File: config.mk
export PLATFORM = sky130hd
export DESIGN_NAME = burst_splitter_flat
export DESIGN_NICKNAME = d
export VERILOG_FILES = /design/src/rtl/burst_splitter_pkg.sv /design/src/rtl/burst_splitter_if.sv /design/src/rtl/burst_splitter_calc.sv /design/src/rtl/burst_splitter.sv /design/src/flat_wrapper.sv
export SDC_FILE = /design/constraint.sdc
export NUM_CORES = 1
export LEC_CHECK = 0
export CORE_ASPECT_RATIO = 1.25
export CORE_MARGIN = 5
export CORE_UTILIZATION = 56
export DETAILED_ROUTE_END_ITERATION = 16
export HOLD_SLACK_MARGIN = 0.12
export PLACE_DENSITY = 0.82
export SLEW_MARGIN = 20
export SYNTH_ARGS = -nofsm -noshare
export SYNTH_HDL_FRONTEND = slang
export SYNTH_SLANG_ARGS = --single-unit
export TNS_END_PERCENT = 50
File: constraint.sdc
create_clock -name ACLK -period 5.15 [get_ports ACLK]
set_input_delay 1.03 -clock ACLK [delete_from_list [all_inputs] [get_ports ACLK]]
set_output_delay 1.03 -clock ACLK [all_outputs]
set_load 0.05 [all_outputs]
File: src/rtl/burst_splitter_pkg.sv
// Shared DMA types and constants for the burst splitter: transfer command record,
// status encodings, beat size and the splitter FSM state type.
package DmaPkg;

    typedef struct packed {
        logic [31:0] Address;
        logic [31:0] NumBytes;
    } TransCmd_t;

    localparam logic [1:0] STAT_OKAY   = 2'b00;
    localparam logic [1:0] STAT_SLVERR = 2'b10;
    localparam logic [1:0] STAT_DECERR = 2'b11;

    localparam int unsigned BEAT_BYTES = 8;

    typedef enum logic [1:0] {
        ST_IDLE,
        ST_SPLIT,
        ST_DRAIN,
        ST_RESP
    } split_state_e;

endpackage

File: src/rtl/burst_splitter_if.sv
// Transfer command/status channels (DMA side) and sub-command/status channels
// (engine side) of one burst splitter. slave = splitter view, master = environment view.
interface burst_splitter_if;

    logic        TransCmd_Valid;
    logic        TransCmd_Ready;
    logic [31:0] TransCmd_Address;
    logic [31:0] TransCmd_NumBytes;
    logic        TransStat_Valid;
    logic        TransStat_Ready;
    logic [1:0]  TransStat_Data;
    logic        Cmd_Valid;
    logic        Cmd_Ready;
    logic [31:0] Cmd_Address;
    logic [31:0] Cmd_NumBytes;
    logic        Stat_Valid;
    logic        Stat_Ready;
    logic [1:0]  Stat_Data;

    modport slave (
        input  TransCmd_Valid, TransCmd_Address, TransCmd_NumBytes, TransStat_Ready,
               Cmd_Ready, Stat_Valid, Stat_Data,
        output TransCmd_Ready, TransStat_Valid, TransStat_Data,
               Cmd_Valid, Cmd_Address, Cmd_NumBytes, Stat_Ready
    );

    modport master (
        output TransCmd_Valid, TransCmd_Address, TransCmd_NumBytes, TransStat_Ready,
               Cmd_Ready, Stat_Valid, Stat_Data,
        input  TransCmd_Ready, TransStat_Valid, TransStat_Data,
               Cmd_Valid, Cmd_Address, Cmd_NumBytes, Stat_Ready
    );

endinterface

File: src/rtl/burst_splitter_calc.sv
// Combinational chunk size: the largest sub-command starting at cur_addr that
// fits the remaining bytes, the burst length limit and the next address boundary.
module burst_calc
    import DmaPkg::*;
#(
    parameter int unsigned MAX_BURST_BEATS = 16,
    parameter int unsigned BOUNDARY        = 4096
) (
    input  logic [31:0] cur_addr,
    input  logic [31:0] remaining,
    output logic [31:0] chunk
);

    localparam logic [31:0] MAX_BYTES = 32'(MAX_BURST_BEATS * BEAT_BYTES);
    localparam logic [31:0] BND       = 32'(BOUNDARY);

    logic [31:0] to_boundary;
    logic [31:0] limit;

    always_comb begin
        to_boundary = BND - (cur_addr & (BND - 32'd1));
        limit       = (to_boundary < MAX_BYTES) ? to_boundary : MAX_BYTES;
        chunk       = (remaining < limit) ? remaining : limit;
    end

endmodule

File: src/rtl/burst_splitter.sv
// Splits one DMA transfer into boundary-safe bursts and merges their statuses.
// Optional BURST_SPLITTER_PERF_EN adds the BurstCount sub-command counter output.
module burst_splitter
    import DmaPkg::*;
#(
    parameter int unsigned MAX_BURST_BEATS = 16,
    parameter int unsigned MAX_OUTSTANDING = 4,
    parameter int unsigned BOUNDARY        = 4096
) (
    input  logic              ACLK,
    input  logic              ARESET,
    burst_splitter_if.slave   bus
`ifdef BURST_SPLITTER_PERF_EN
    ,
    output logic [15:0]       BurstCount
`endif
);

    localparam logic [3:0] MAX_OUT = 4'(MAX_OUTSTANDING);

    split_state_e state_q, state_d;
    logic [31:0]  cur_addr_q, cur_addr_d;
    logic [31:0]  remaining_q, remaining_d;
    logic [31:0]  cmd_addr_q, cmd_addr_d;
    logic [31:0]  cmd_nbytes_q, cmd_nbytes_d;
    logic [1:0]   merged_q, merged_d;
    logic [1:0]   tstat_data_q, tstat_data_d;
    logic [3:0]   outst_q, outst_d;
    logic         cmd_valid_q, cmd_valid_d;
    logic         tcmd_ready_q, tcmd_ready_d;
    logic         tstat_valid_q, tstat_valid_d;

    TransCmd_t    tcmd;
    logic [31:0]  calc_addr, calc_rem, chunk;
    logic         stat_ready, tcmd_hs, cmd_hs, stat_hs, tstat_hs;

    always_comb begin
        tcmd.Address  = bus.TransCmd_Address;
        tcmd.NumBytes = bus.TransCmd_NumBytes;
        stat_ready    = (state_q == ST_SPLIT) || (state_q == ST_DRAIN);
        tcmd_hs       = bus.TransCmd_Valid & tcmd_ready_q;
        cmd_hs        = cmd_valid_q & bus.Cmd_Ready;
        stat_hs       = bus.Stat_Valid & stat_ready;
        tstat_hs      = tstat_valid_q & bus.TransStat_Ready;
        // In IDLE the first chunk is sized straight from the incoming command.
        calc_addr     = (state_q == ST_IDLE) ? tcmd.Address  : cur_addr_q;
        calc_rem      = (state_q == ST_IDLE) ? tcmd.NumBytes : remaining_q;
    end

    burst_calc #(
        .MAX_BURST_BEATS(MAX_BURST_BEATS),
        .BOUNDARY       (BOUNDARY)
    ) u_calc (
        .cur_addr (calc_addr),
        .remaining(calc_rem),
        .chunk    (chunk)
    );

    always_comb begin
        state_d       = state_q;
        cur_addr_d    = cur_addr_q;
        remaining_d   = remaining_q;
        cmd_addr_d    = cmd_addr_q;
        cmd_nbytes_d  = cmd_nbytes_q;
        tstat_data_d  = tstat_data_q;
        cmd_valid_d   = cmd_valid_q;
        tcmd_ready_d  = tcmd_ready_q;
        tstat_valid_d = tstat_valid_q;
        outst_d       = outst_q + {3'b000, cmd_hs} - {3'b000, stat_hs};
        merged_d      = merged_q;
        if (stat_hs && (merged_q == STAT_OKAY)) begin
            merged_d = bus.Stat_Data;
        end

        case (state_q)
            ST_IDLE: begin
                tcmd_ready_d = 1'b1;
                if (tcmd_hs) begin
                    tcmd_ready_d = 1'b0;
                    cur_addr_d   = tcmd.Address;
                    remaining_d  = tcmd.NumBytes;
                    merged_d     = STAT_OKAY;
                    if (tcmd.NumBytes == 32'd0) begin
                        state_d       = ST_RESP;
                        merged_d      = STAT_SLVERR;
                        tstat_valid_d = 1'b1;
                        tstat_data_d  = STAT_SLVERR;
                    end else begin
                        state_d      = ST_SPLIT;
                        cmd_valid_d  = 1'b1;
                        cmd_addr_d   = tcmd.Address;
                        cmd_nbytes_d = chunk;
                    end
                end
            end
            ST_SPLIT: begin
                if (cmd_hs) begin
                    cmd_valid_d = 1'b0;
                    cur_addr_d  = cur_addr_q + cmd_nbytes_q;
                    remaining_d = remaining_q - cmd_nbytes_q;
                    if (remaining_q == cmd_nbytes_q) begin
                        state_d = ST_DRAIN;
                    end
                end else if (!cmd_valid_q && (outst_q < MAX_OUT)) begin
                    cmd_valid_d  = 1'b1;
                    cmd_addr_d   = cur_addr_q;
                    cmd_nbytes_d = chunk;
                end
            end
            ST_DRAIN: begin
                if (outst_q == 4'd0) begin
                    state_d       = ST_RESP;
                    tstat_valid_d = 1'b1;
                    tstat_data_d  = merged_q;
                end
            end
            ST_RESP: begin
                if (tstat_hs) begin
                    state_d       = ST_IDLE;
                    tstat_valid_d = 1'b0;
                    tcmd_ready_d  = 1'b1;
                end
            end
            default: state_d = ST_IDLE;
        endcase
    end

    always_ff @(posedge ACLK or posedge ARESET) begin
        if (ARESET) begin
            state_q       <= ST_IDLE;
            cur_addr_q    <= '0;
            remaining_q   <= '0;
            cmd_addr_q    <= '0;
            cmd_nbytes_q  <= '0;
            merged_q      <= STAT_OKAY;
            tstat_data_q  <= STAT_OKAY;
            outst_q       <= '0;
            cmd_valid_q   <= 1'b0;
            tcmd_ready_q  <= 1'b0;
            tstat_valid_q <= 1'b0;
        end else begin
            state_q       <= state_d;
            cur_addr_q    <= cur_addr_d;
            remaining_q   <= remaining_d;
            cmd_addr_q    <= cmd_addr_d;
            cmd_nbytes_q  <= cmd_nbytes_d;
            merged_q      <= merged_d;
            tstat_data_q  <= tstat_data_d;
            outst_q       <= outst_d;
            cmd_valid_q   <= cmd_valid_d;
            tcmd_ready_q  <= tcmd_ready_d;
            tstat_valid_q <= tstat_valid_d;
        end
    end

    assign bus.TransCmd_Ready  = tcmd_ready_q;
    assign bus.TransStat_Valid = tstat_valid_q;
    assign bus.TransStat_Data  = tstat_data_q;
    assign bus.Cmd_Valid       = cmd_valid_q;
    assign bus.Cmd_Address     = cmd_addr_q;
    assign bus.Cmd_NumBytes    = cmd_nbytes_q;
    assign bus.Stat_Ready      = stat_ready;

`ifdef BURST_SPLITTER_PERF_EN
    function automatic logic [15:0] sat_inc16(input logic [15:0] v);
        return (v == 16'hFFFF) ? v : v + 16'd1;
    endfunction

    logic [15:0] burst_count_q, burst_count_d;

    always_comb begin
        burst_count_d = burst_count_q;
        if (tcmd_hs) begin
            burst_count_d = 16'd0;
        end else if (cmd_hs) begin
            burst_count_d = sat_inc16(burst_count_q);
        end
    end

    always_ff @(posedge ACLK or posedge ARESET) begin
        if (ARESET) begin
            burst_count_q <= '0;
        end else begin
            burst_count_q <= burst_count_d;
        end
    end

    assign BurstCount = burst_count_q;
`endif

endmodule
File: src/flat_wrapper.sv
// flat-port wrapper written by rule: the top's interface ports become plain ports
module burst_splitter_flat import DmaPkg::*;
#(
    parameter int unsigned MAX_BURST_BEATS = 16,
    parameter int unsigned MAX_OUTSTANDING = 4,
    parameter int unsigned BOUNDARY        = 4096
)
  (ACLK, ARESET, bus_TransCmd_Valid, bus_TransCmd_Address, bus_TransCmd_NumBytes, bus_TransStat_Ready, bus_Cmd_Ready, bus_Stat_Valid, bus_Stat_Data, bus_TransCmd_Ready, bus_TransStat_Valid, bus_TransStat_Data, bus_Cmd_Valid, bus_Cmd_Address, bus_Cmd_NumBytes, bus_Stat_Ready);
  burst_splitter_if bus_i ();
  input  logic ACLK;
  input  logic ARESET;
  input wire logic [$bits(bus_i.TransCmd_Valid)-1:0] bus_TransCmd_Valid;
  input wire logic [$bits(bus_i.TransCmd_Address)-1:0] bus_TransCmd_Address;
  input wire logic [$bits(bus_i.TransCmd_NumBytes)-1:0] bus_TransCmd_NumBytes;
  input wire logic [$bits(bus_i.TransStat_Ready)-1:0] bus_TransStat_Ready;
  input wire logic [$bits(bus_i.Cmd_Ready)-1:0] bus_Cmd_Ready;
  input wire logic [$bits(bus_i.Stat_Valid)-1:0] bus_Stat_Valid;
  input wire logic [$bits(bus_i.Stat_Data)-1:0] bus_Stat_Data;
  output wire logic [$bits(bus_i.TransCmd_Ready)-1:0] bus_TransCmd_Ready;
  output wire logic [$bits(bus_i.TransStat_Valid)-1:0] bus_TransStat_Valid;
  output wire logic [$bits(bus_i.TransStat_Data)-1:0] bus_TransStat_Data;
  output wire logic [$bits(bus_i.Cmd_Valid)-1:0] bus_Cmd_Valid;
  output wire logic [$bits(bus_i.Cmd_Address)-1:0] bus_Cmd_Address;
  output wire logic [$bits(bus_i.Cmd_NumBytes)-1:0] bus_Cmd_NumBytes;
  output wire logic [$bits(bus_i.Stat_Ready)-1:0] bus_Stat_Ready;
  assign bus_i.TransCmd_Valid = bus_TransCmd_Valid;
  assign bus_i.TransCmd_Address = bus_TransCmd_Address;
  assign bus_i.TransCmd_NumBytes = bus_TransCmd_NumBytes;
  assign bus_i.TransStat_Ready = bus_TransStat_Ready;
  assign bus_i.Cmd_Ready = bus_Cmd_Ready;
  assign bus_i.Stat_Valid = bus_Stat_Valid;
  assign bus_i.Stat_Data = bus_Stat_Data;
  assign bus_TransCmd_Ready = bus_i.TransCmd_Ready;
  assign bus_TransStat_Valid = bus_i.TransStat_Valid;
  assign bus_TransStat_Data = bus_i.TransStat_Data;
  assign bus_Cmd_Valid = bus_i.Cmd_Valid;
  assign bus_Cmd_Address = bus_i.Cmd_Address;
  assign bus_Cmd_NumBytes = bus_i.Cmd_NumBytes;
  assign bus_Stat_Ready = bus_i.Stat_Ready;
  burst_splitter #(.MAX_BURST_BEATS(MAX_BURST_BEATS), .MAX_OUTSTANDING(MAX_OUTSTANDING), .BOUNDARY(BOUNDARY)) u_core (.ACLK(ACLK), .ARESET(ARESET), .bus(bus_i));
endmodule
==> results of run 1 <==
## placed cells by master, fill, tap and decap left out, types with 19 or more instances in the layout
master           Yosys  layout
and3_1              21      20
o21ai_0             97      97
ha_1                84      83
a21o_1              32      32
xor2_1              19      19
xnor2_1             44      44
nor2b_1             36      36
clkdlybuf4s50_1      0     141
nor2_1              92      92
inv_1               60      59
dfrtp_1            141     141
a21oi_1            165     165
nand2_1            108     108
mux2i_1             30      30
## Yosys cell counts (all sizes together), types with 8 or more instances
cell type  count
a21oi        168
dfrtp        141
nand2        110
o21ai        104
nor2          96
ha            84
inv           61
xnor2         44
clkbuf        41
nor2b         36
a21o          32
mux2i         32
and3          22
nand3         19
xor2          19
a31oi         15
nor3          14
nand4         13
nor4          13
mux2          10
buf            8
## sequential cells by signal (all words and copies together), names as in the netlist
name,cells
u_core.bus.Cmd_Address,32
u_core.bus.Cmd_NumBytes,32
u_core.bus.Cmd_Valid,1
u_core.bus.TransCmd_Ready,1
u_core.bus.TransStat_Data,2
u_core.bus.TransStat_Valid,1
u_core.cur_addr_q,32
u_core.merged_q,2
u_core.outst_q,4
u_core.remaining_q,32
u_core.state_q,2
## where the power goes
group	total, mW	internal (mW)	switching [mW]
sequential	1.87	1.53	0.337
combinational	4.83	1.95	2.88
clock	1.24	0.737	0.499
total	7.94	4.22	3.71
## worst max path at each step
stage / to / slack (ns) / cells after the start
after floorplan: u_core.bus.Cmd_Address[0] / 0.34 / 1
after global placement: u_core.bus.Cmd_NumBytes[0] / 0.54 / 15
after detailed placement: u_core.bus.Cmd_NumBytes[0] / 0.48 / 15
after CTS: u_core.bus.Cmd_NumBytes[0] / 0.50 / 16
after global routing: u_core.bus.Cmd_NumBytes[0] / 0.19 / 16
final: u_core.bus.Cmd_NumBytes[0] / 0.45 / 16
## kinds of logic (layout without fill, tap and decap cells)
family | Yosys count | in the layout | synth area share [%]
buffers and inverters | 111 | 245 | 4.532
AND/OR/NAND/NOR | 362 | 362 | 17.51
flip-flops | 141 | 141 | 34.92
XOR/XNOR | 63 | 63 | 5.461
AO/OA/AOI/OAI | 378 | 378 | 22.18
other | 1 | 5 | 0.03712
multiplexers | 42 | 42 | 4.359
adder cells (fa/ha/maj) | 87 | 87 | 11.00
## layer usage
layer  up-vias  wire, µm  global-route usage, %
li1       4463         -                      -
met1      4365     11440                  32.35
met2       227     14160                  47.08
met3        66      1071                  3.279
met4         0      1129                  12.38
met5         -         0                      0
## worst max-delay path: stages, from the launching register on
cell and delay (ns):
dfrtp_1 0.44, inv_1 0.15, ha_1 0.75, mux2i_2 0.41, ha_1 0.31, nand3_1 0.11
xor2_1 0.17, or3_2 0.45, ha_1 0.30, nand4_1 0.11, nor3_1 0.30, nand2_1 0.09
nand4_1 0.11, a311oi_2 0.06, buf_4 0.18, or4_2 0.53, a31oi_1 0.17
## cell type report
class | instances | area [µm²]
Clock inverter | 13 | 140.1
Inverter | 62 | 237.7
Antenna cell | 1 | 2.502
Clock buffer | 19 | 452.9
Sequential cell | 141 | 3528
Multi-Input combinational cell | 936 | 6158
Tap cell | 228 | 285.3
Timing Repair Buffer | 151 | 1506
Fill cell | 1448 | 5649
## per-stage QoR
step / instances / cell area, µm² / util (%) / setup slack, ns / hold WS (ns)
after CTS: 1549 / 12280 / 68.38 / 0.4968 / 0.5152
after global routing: 1550 / 12310 / 68.53 / 0.1896 / 0.5331
final: 1551 / 12310 / 68.55 / 0.4478 / 0.5118
after floorplan: 1188 / 10110 / - / 0.3388 / 0.4715
after global placement: 1517 / 11690 / 65.08 / 0.5403 / 0.4902
after detailed placement: 1517 / 11690 / 65.08 / 0.4828 / 0.5015
==> flow_summary.yaml, run 1 <==
flow_run:
  maxCapViolations: 0
timing:
  finalSetupTns_ns: 0
  fmax_mhz: 212.7
  min_period_ns: 4.702
  finalClockSkew_ns: 0.009893
  setup_viol: 0
  drv_slew: 0
  tightest_slew_ns: 1.119
  slew_headroom_pct: 25.43
  timing.final.crit_share_pct: 91.30
  final_hold_viol_count: 0
  rsz0062_at_grt: "false"
place:
  place_congestion: 0.9363
  io_buffers: 141
  dp_hpwl_um: 20280
worst_setup_path:
  worst_setup_path_end_kind: "flop"
  crit_type: "flop to flop"
  cp.required_ns: 5.51
  timing.critical_path.from: "u_core.state_q[0]"
  crit_fanout: 15
  start_kind: "flop"
  reg2regPathDepth: 16
  r2r_setup_slack_ns: 0.45
  r2r_start: "u_core.state_q[0]"
  crit_arrival_ns: 5.06
  reg2reg_to: "u_core.bus.Cmd_NumBytes[0]"
min_path:
  worstHoldEndpoint: "u_core.cur_addr_q[17]"
  worstHoldPathType: "flop to flop"
  hp-start: "u_core.cur_addr_q[17]"
  hold_path_depth: 2
routing:
  drc: 0
  drtIter0Drc: 574
  drt_pre_antenna_iters: 5
  postRouteWirelength_um: 27810
  via_count: 9121
  ant_nets: 0
  wl_per_cell_um: 17.93
  via_per_inst: 5.881
cts:
  cts_resized: 0
  cts_buffers: 17
  cts_tree: "yes"
  cts.reportedPaths.clkPinSlew_ns: 0.06
  clkLatencyLatePin_ns: 0.43
  cts.hold.buffers_added: 0
  cts.sinks: 141
  cts_setup_buffers: 0
  htree_num_levels: 4
  clk_path_buf_depth: 2
  cts-root-buf: "clkbuf_16"
synth:
  seq_area_frac_synth_pct: 34.92
  synthTopCellsByArea: "dfrtp_1 (35%), ha_1 (10%), a21oi_1 (8.2%)"
  ys.flop_type: "dfrtp_1"
  synth_cells: 1185
  yosysTopAreaCell: "dfrtp_1"
  syn_area_per_cell_um2: 8.526
  ys_ff_latch: 141
  ys_types: 82
  yosys_warnings: 0
  synth-edff-count: 0
  synthArstFlopShare_pct: 100.0
  synth_area_um2: 10100
  synth_top_area_share_pct: 34.92
floorplan:
  fp.coreArea_um2: 17960
  std_cell_rows: 55
  io_pins: 142
  start_util_pct: 56.25
  dieWidth_um: 130.1
  dieArea_um2: 20850
  die_y_um: 160.2
global_routing:
  groute.usage.overall_pct: 26.87
  grt_pass1_vias: 9053
  grt_pass1_wl_um: 44910
  antenna_found_initial: 0
  overflow: 0
  grt_max_degree: 107
power:
  p_per_area_nw_per_um2: 644.7
  cellLeakagePower_nw: 5.501
  vdd_drop_max_mv: 0.3920
  fin_total_pwr_mw: 7.938
status:
  status: "complete, no violations"
final_layout:
  drive_above_1_share_pct: 7.337
  fin_nets: 1468
  synthToLayoutAreaGrowth_pct: 21.86
Note: power is estimated with default switching activity, not from simulation.
==> run 2: changes to the inputs <==
--- a/config.mk
+++ b/config.mk
@@ -11,6 +11,7 @@
 export DETAILED_ROUTE_END_ITERATION = 16
 export HOLD_SLACK_MARGIN = 0.12
 export PLACE_DENSITY = 0.82
+export SETUP_SLACK_MARGIN = 0.1
 export SLEW_MARGIN = 20
 export SYNTH_ARGS = -nofsm -noshare
 export SYNTH_HDL_FRONTEND = slang
==> results of run 2 <==
The final DEF is identical to that of run 1; final timing and power are the same.
==> run 3: changes to the inputs <==
--- a/config.mk
+++ b/config.mk
@@ -9,6 +9,7 @@
 export CORE_MARGIN = 5
 export CORE_UTILIZATION = 56
 export DETAILED_ROUTE_END_ITERATION = 16
+export GPL_TIMING_DRIVEN = 0
 export HOLD_SLACK_MARGIN = 0.12
 export PLACE_DENSITY = 0.82
 export SETUP_SLACK_MARGIN = 0.1
==> constraint.sdc (replaced) <==
create_clock -name ACLK -period 5.15 [get_ports ACLK]
set_input_delay 1.03 -clock ACLK [delete_from_list [all_inputs] [get_ports ACLK]]
set_output_delay 1.03 -clock ACLK [all_outputs]
set_load 0.005 [all_outputs]
==> run 3 against run 2 <==
  * Utilization grew 0.72 points
  * Critical path depth grew 3
  * Die area is the same
  * First-iteration DRC count grew 20%
  * Sequential power is essentially flat
  * Clock skew shrank 0.0017 ns
  * Combinational power shrank 6.2%
  * Critical path type unchanged
  * Critical endpoint is now u_core.bus.Cmd_NumBytes[6]
==> flow_summary.yaml, run 3 (synthesis results as in run 1) <==
power:
  cellLeakagePower_nw: 5.553
  p_per_area_nw_per_um2: 617.8
  vdd_drop_max_mv: 0.4053
global_routing:
  overflow: 0
  antenna_found_initial: 0
  grt_pass1_vias: 9574
  grt_pass1_wl_um: 50540
  groute.usage.overall_pct: 31.05
  grt_max_degree: 81
worst_setup_path:
  cp.required_ns: 5.51
  cpPeakStageDelay_ns: 0.45
  start_kind: "flop"
  worst_setup_path_end_kind: "flop"
  crit_fanout: 19
  worst-path-buf-inv: 4
  critPathMostFrequentCell: "ha_1"
  cp_cell_sequence: "inv_1 -> ha_1 -> buf_6 -> clkbuf_8 -> mux2i_1 -> ha_1 -> nand3_1 -> xor2_1 -> or3_2 -> ha_1 -> nand4_1 -> nor3_1 -> nand2_1 -> nand4_1 -> a311oi_2 -> buf_6 -> or2_2 -> a21bo_2 -> o21ai_0"
  critPathTopFamily: "simple AND/OR/NAND/NOR gates"
  crit_type: "flop to flop"
  slowest_stage: "or3_2"
  crit_arrival_ns: 4.67
flow_run:
  maxCapViolations: 0
floorplan:
  fp.coreArea_um2: 17960
  io_pins: 142
  dieArea_um2: 20850
  dieWidth_um: 130.1
  std_cell_rows: 55
  die_y_um: 160.2
  start_util_pct: 56.25
final_layout:
  fin_area_um2: 12440
  antenna_cells: 0
  drive_above_1_share_pct: 6.397
  final_cell_mix: "a21oi_1 (165), clkdlybuf4s50_1 (141), dfrtp_1 (141)"
  synthToLayoutAreaGrowth_pct: 23.13
  multiInputGateArea_um2: 6128
  fin_nets: 1507
  final_core_util_pct: 69.27
  ff_latch_area_um2: 3528
  layout_commonest_cell: "a21oi_1"
  nFillCells: 1469
timing:
  fmax_mhz: 231.9
  timing.final.crit_share_pct: 83.72
  setup_viol: 0
  finalSetupTns_ns: 0
  tightest_slew_ns: 0.9630
  slew_headroom_pct: 35.80
  min_period_ns: 4.312
  final_hold_viol_count: 0
  drv_slew: 0
  rsz0062_at_grt: "false"
  finalClockSkew_ns: 0.008186
  fin_ws_ns: 0.8384
cts:
  cts.sinks: 141
  cts-root-buf: "clkbuf_16"
  clkLatencyLatePin_ns: 0.44
  cts.reportedPaths.clkPinSlew_ns: 0.06
  htree_num_levels: 4
  cts_tree: "yes"
  cts_buffers: 17
  cts_setup_buffers: 0
  clk_path_buf_depth: 2
  cts_resized: 0
  cts.hold.buffers_added: 0
routing:
  ant_nets: 0
  drc: 0
  drtIter0Drc: 687
  postRouteWirelength_um: 32000
  via_per_inst: 6.096
  drt_pre_antenna_iters: 7
  via_count: 9680
  wl_per_cell_um: 20.15
place:
  io_buffers: 141
  place_area_um2: 11850
  dp_hpwl_um: 24230
  place_congestion: 0.9820
  pre_cts_ws_ns: 0.4045
status:
  status: "complete, no violations"
min_path:
  worstHoldPathType: "flop to flop"
[run 3: through the flow]
stage               power [mW]  hold slack, ns  instances
floorplan                4.936          0.4715       1188
finish                   7.685          0.5149       1588
global placement         6.183          0.4923       1557
global route             8.281          0.5366       1588
CTS                      7.629          0.5200       1589
detailed placement       6.305          0.5054       1558
[run 3: path summary, 6_finish.rpt]
path / startpoint / end / slack [ns] / cells past startpoint
max: u_core.state_q[0] / u_core.bus.Cmd_NumBytes[6] / 0.84 / 19
min: u_core.cur_addr_q[15] / u_core.cur_addr_q[15] / 0.51 / 2
max reg2reg: u_core.state_q[0] / u_core.bus.Cmd_NumBytes[6] / 0.84 / 19
min reg2reg: u_core.cur_addr_q[15] / u_core.cur_addr_q[15] / 0.51 / 2
max in group asynchronous: ARESET / u_core.bus.Cmd_Address[7] / 3.38 / 3
min in group asynchronous: ARESET / u_core.cur_addr_q[28] / 1.02 / 2
[run 3: final cells by class]
type | count | share of cell area, %
inverters | 62 | 1.931
clock buffers | 20 | 3.671
plain buffers | 48 | 1.780
flip-flops and latches | 141 | 28.36
clock inverters | 11 | 1.136
multi-input cells | 936 | 49.26
well taps | 228 | 2.293
repair buffers | 142 | 11.57
[run 3: report_power, final]
| group | switching (mW) | leakage [nW] | total, mW | internal (mW) |
|---|---|---|---|---|
| Clock | 0.500 | 0.288 | 1.28 | 0.781 |
| Combinational | 2.57 | 3.50 | 4.53 | 1.96 |
| Sequential | 0.335 | 1.76 | 1.87 | 1.53 |
| Total | 3.41 | 5.55 | 7.69 | 4.28 |
[run 3: layer usage]
layer	GRT usage (%)	part of all wire [%]	vias up
li1	-	-	4553
met1	36.93	38	4642
met2	53.71	52	379
met3	5.754	6.1	106
met4	13.89	4.2	0
met5	0	0	-
[run 3: worst register-to-register path: stages (launching register included)]
cell and delay, ns:
dfrtp_1 0.40, inv_1 0.13, ha_1 0.30, buf_6 0.22, clkbuf_8 0.27, mux2i_1 0.22
ha_1 0.24, nand3_1 0.10, xor2_1 0.17, or3_2 0.45, ha_1 0.30, nand4_1 0.09
nor3_1 0.30, nand2_1 0.10, nand4_1 0.13, a311oi_2 0.07, buf_6 0.17, or2_2 0.29
a21bo_2 0.21, o21ai_0 0.07
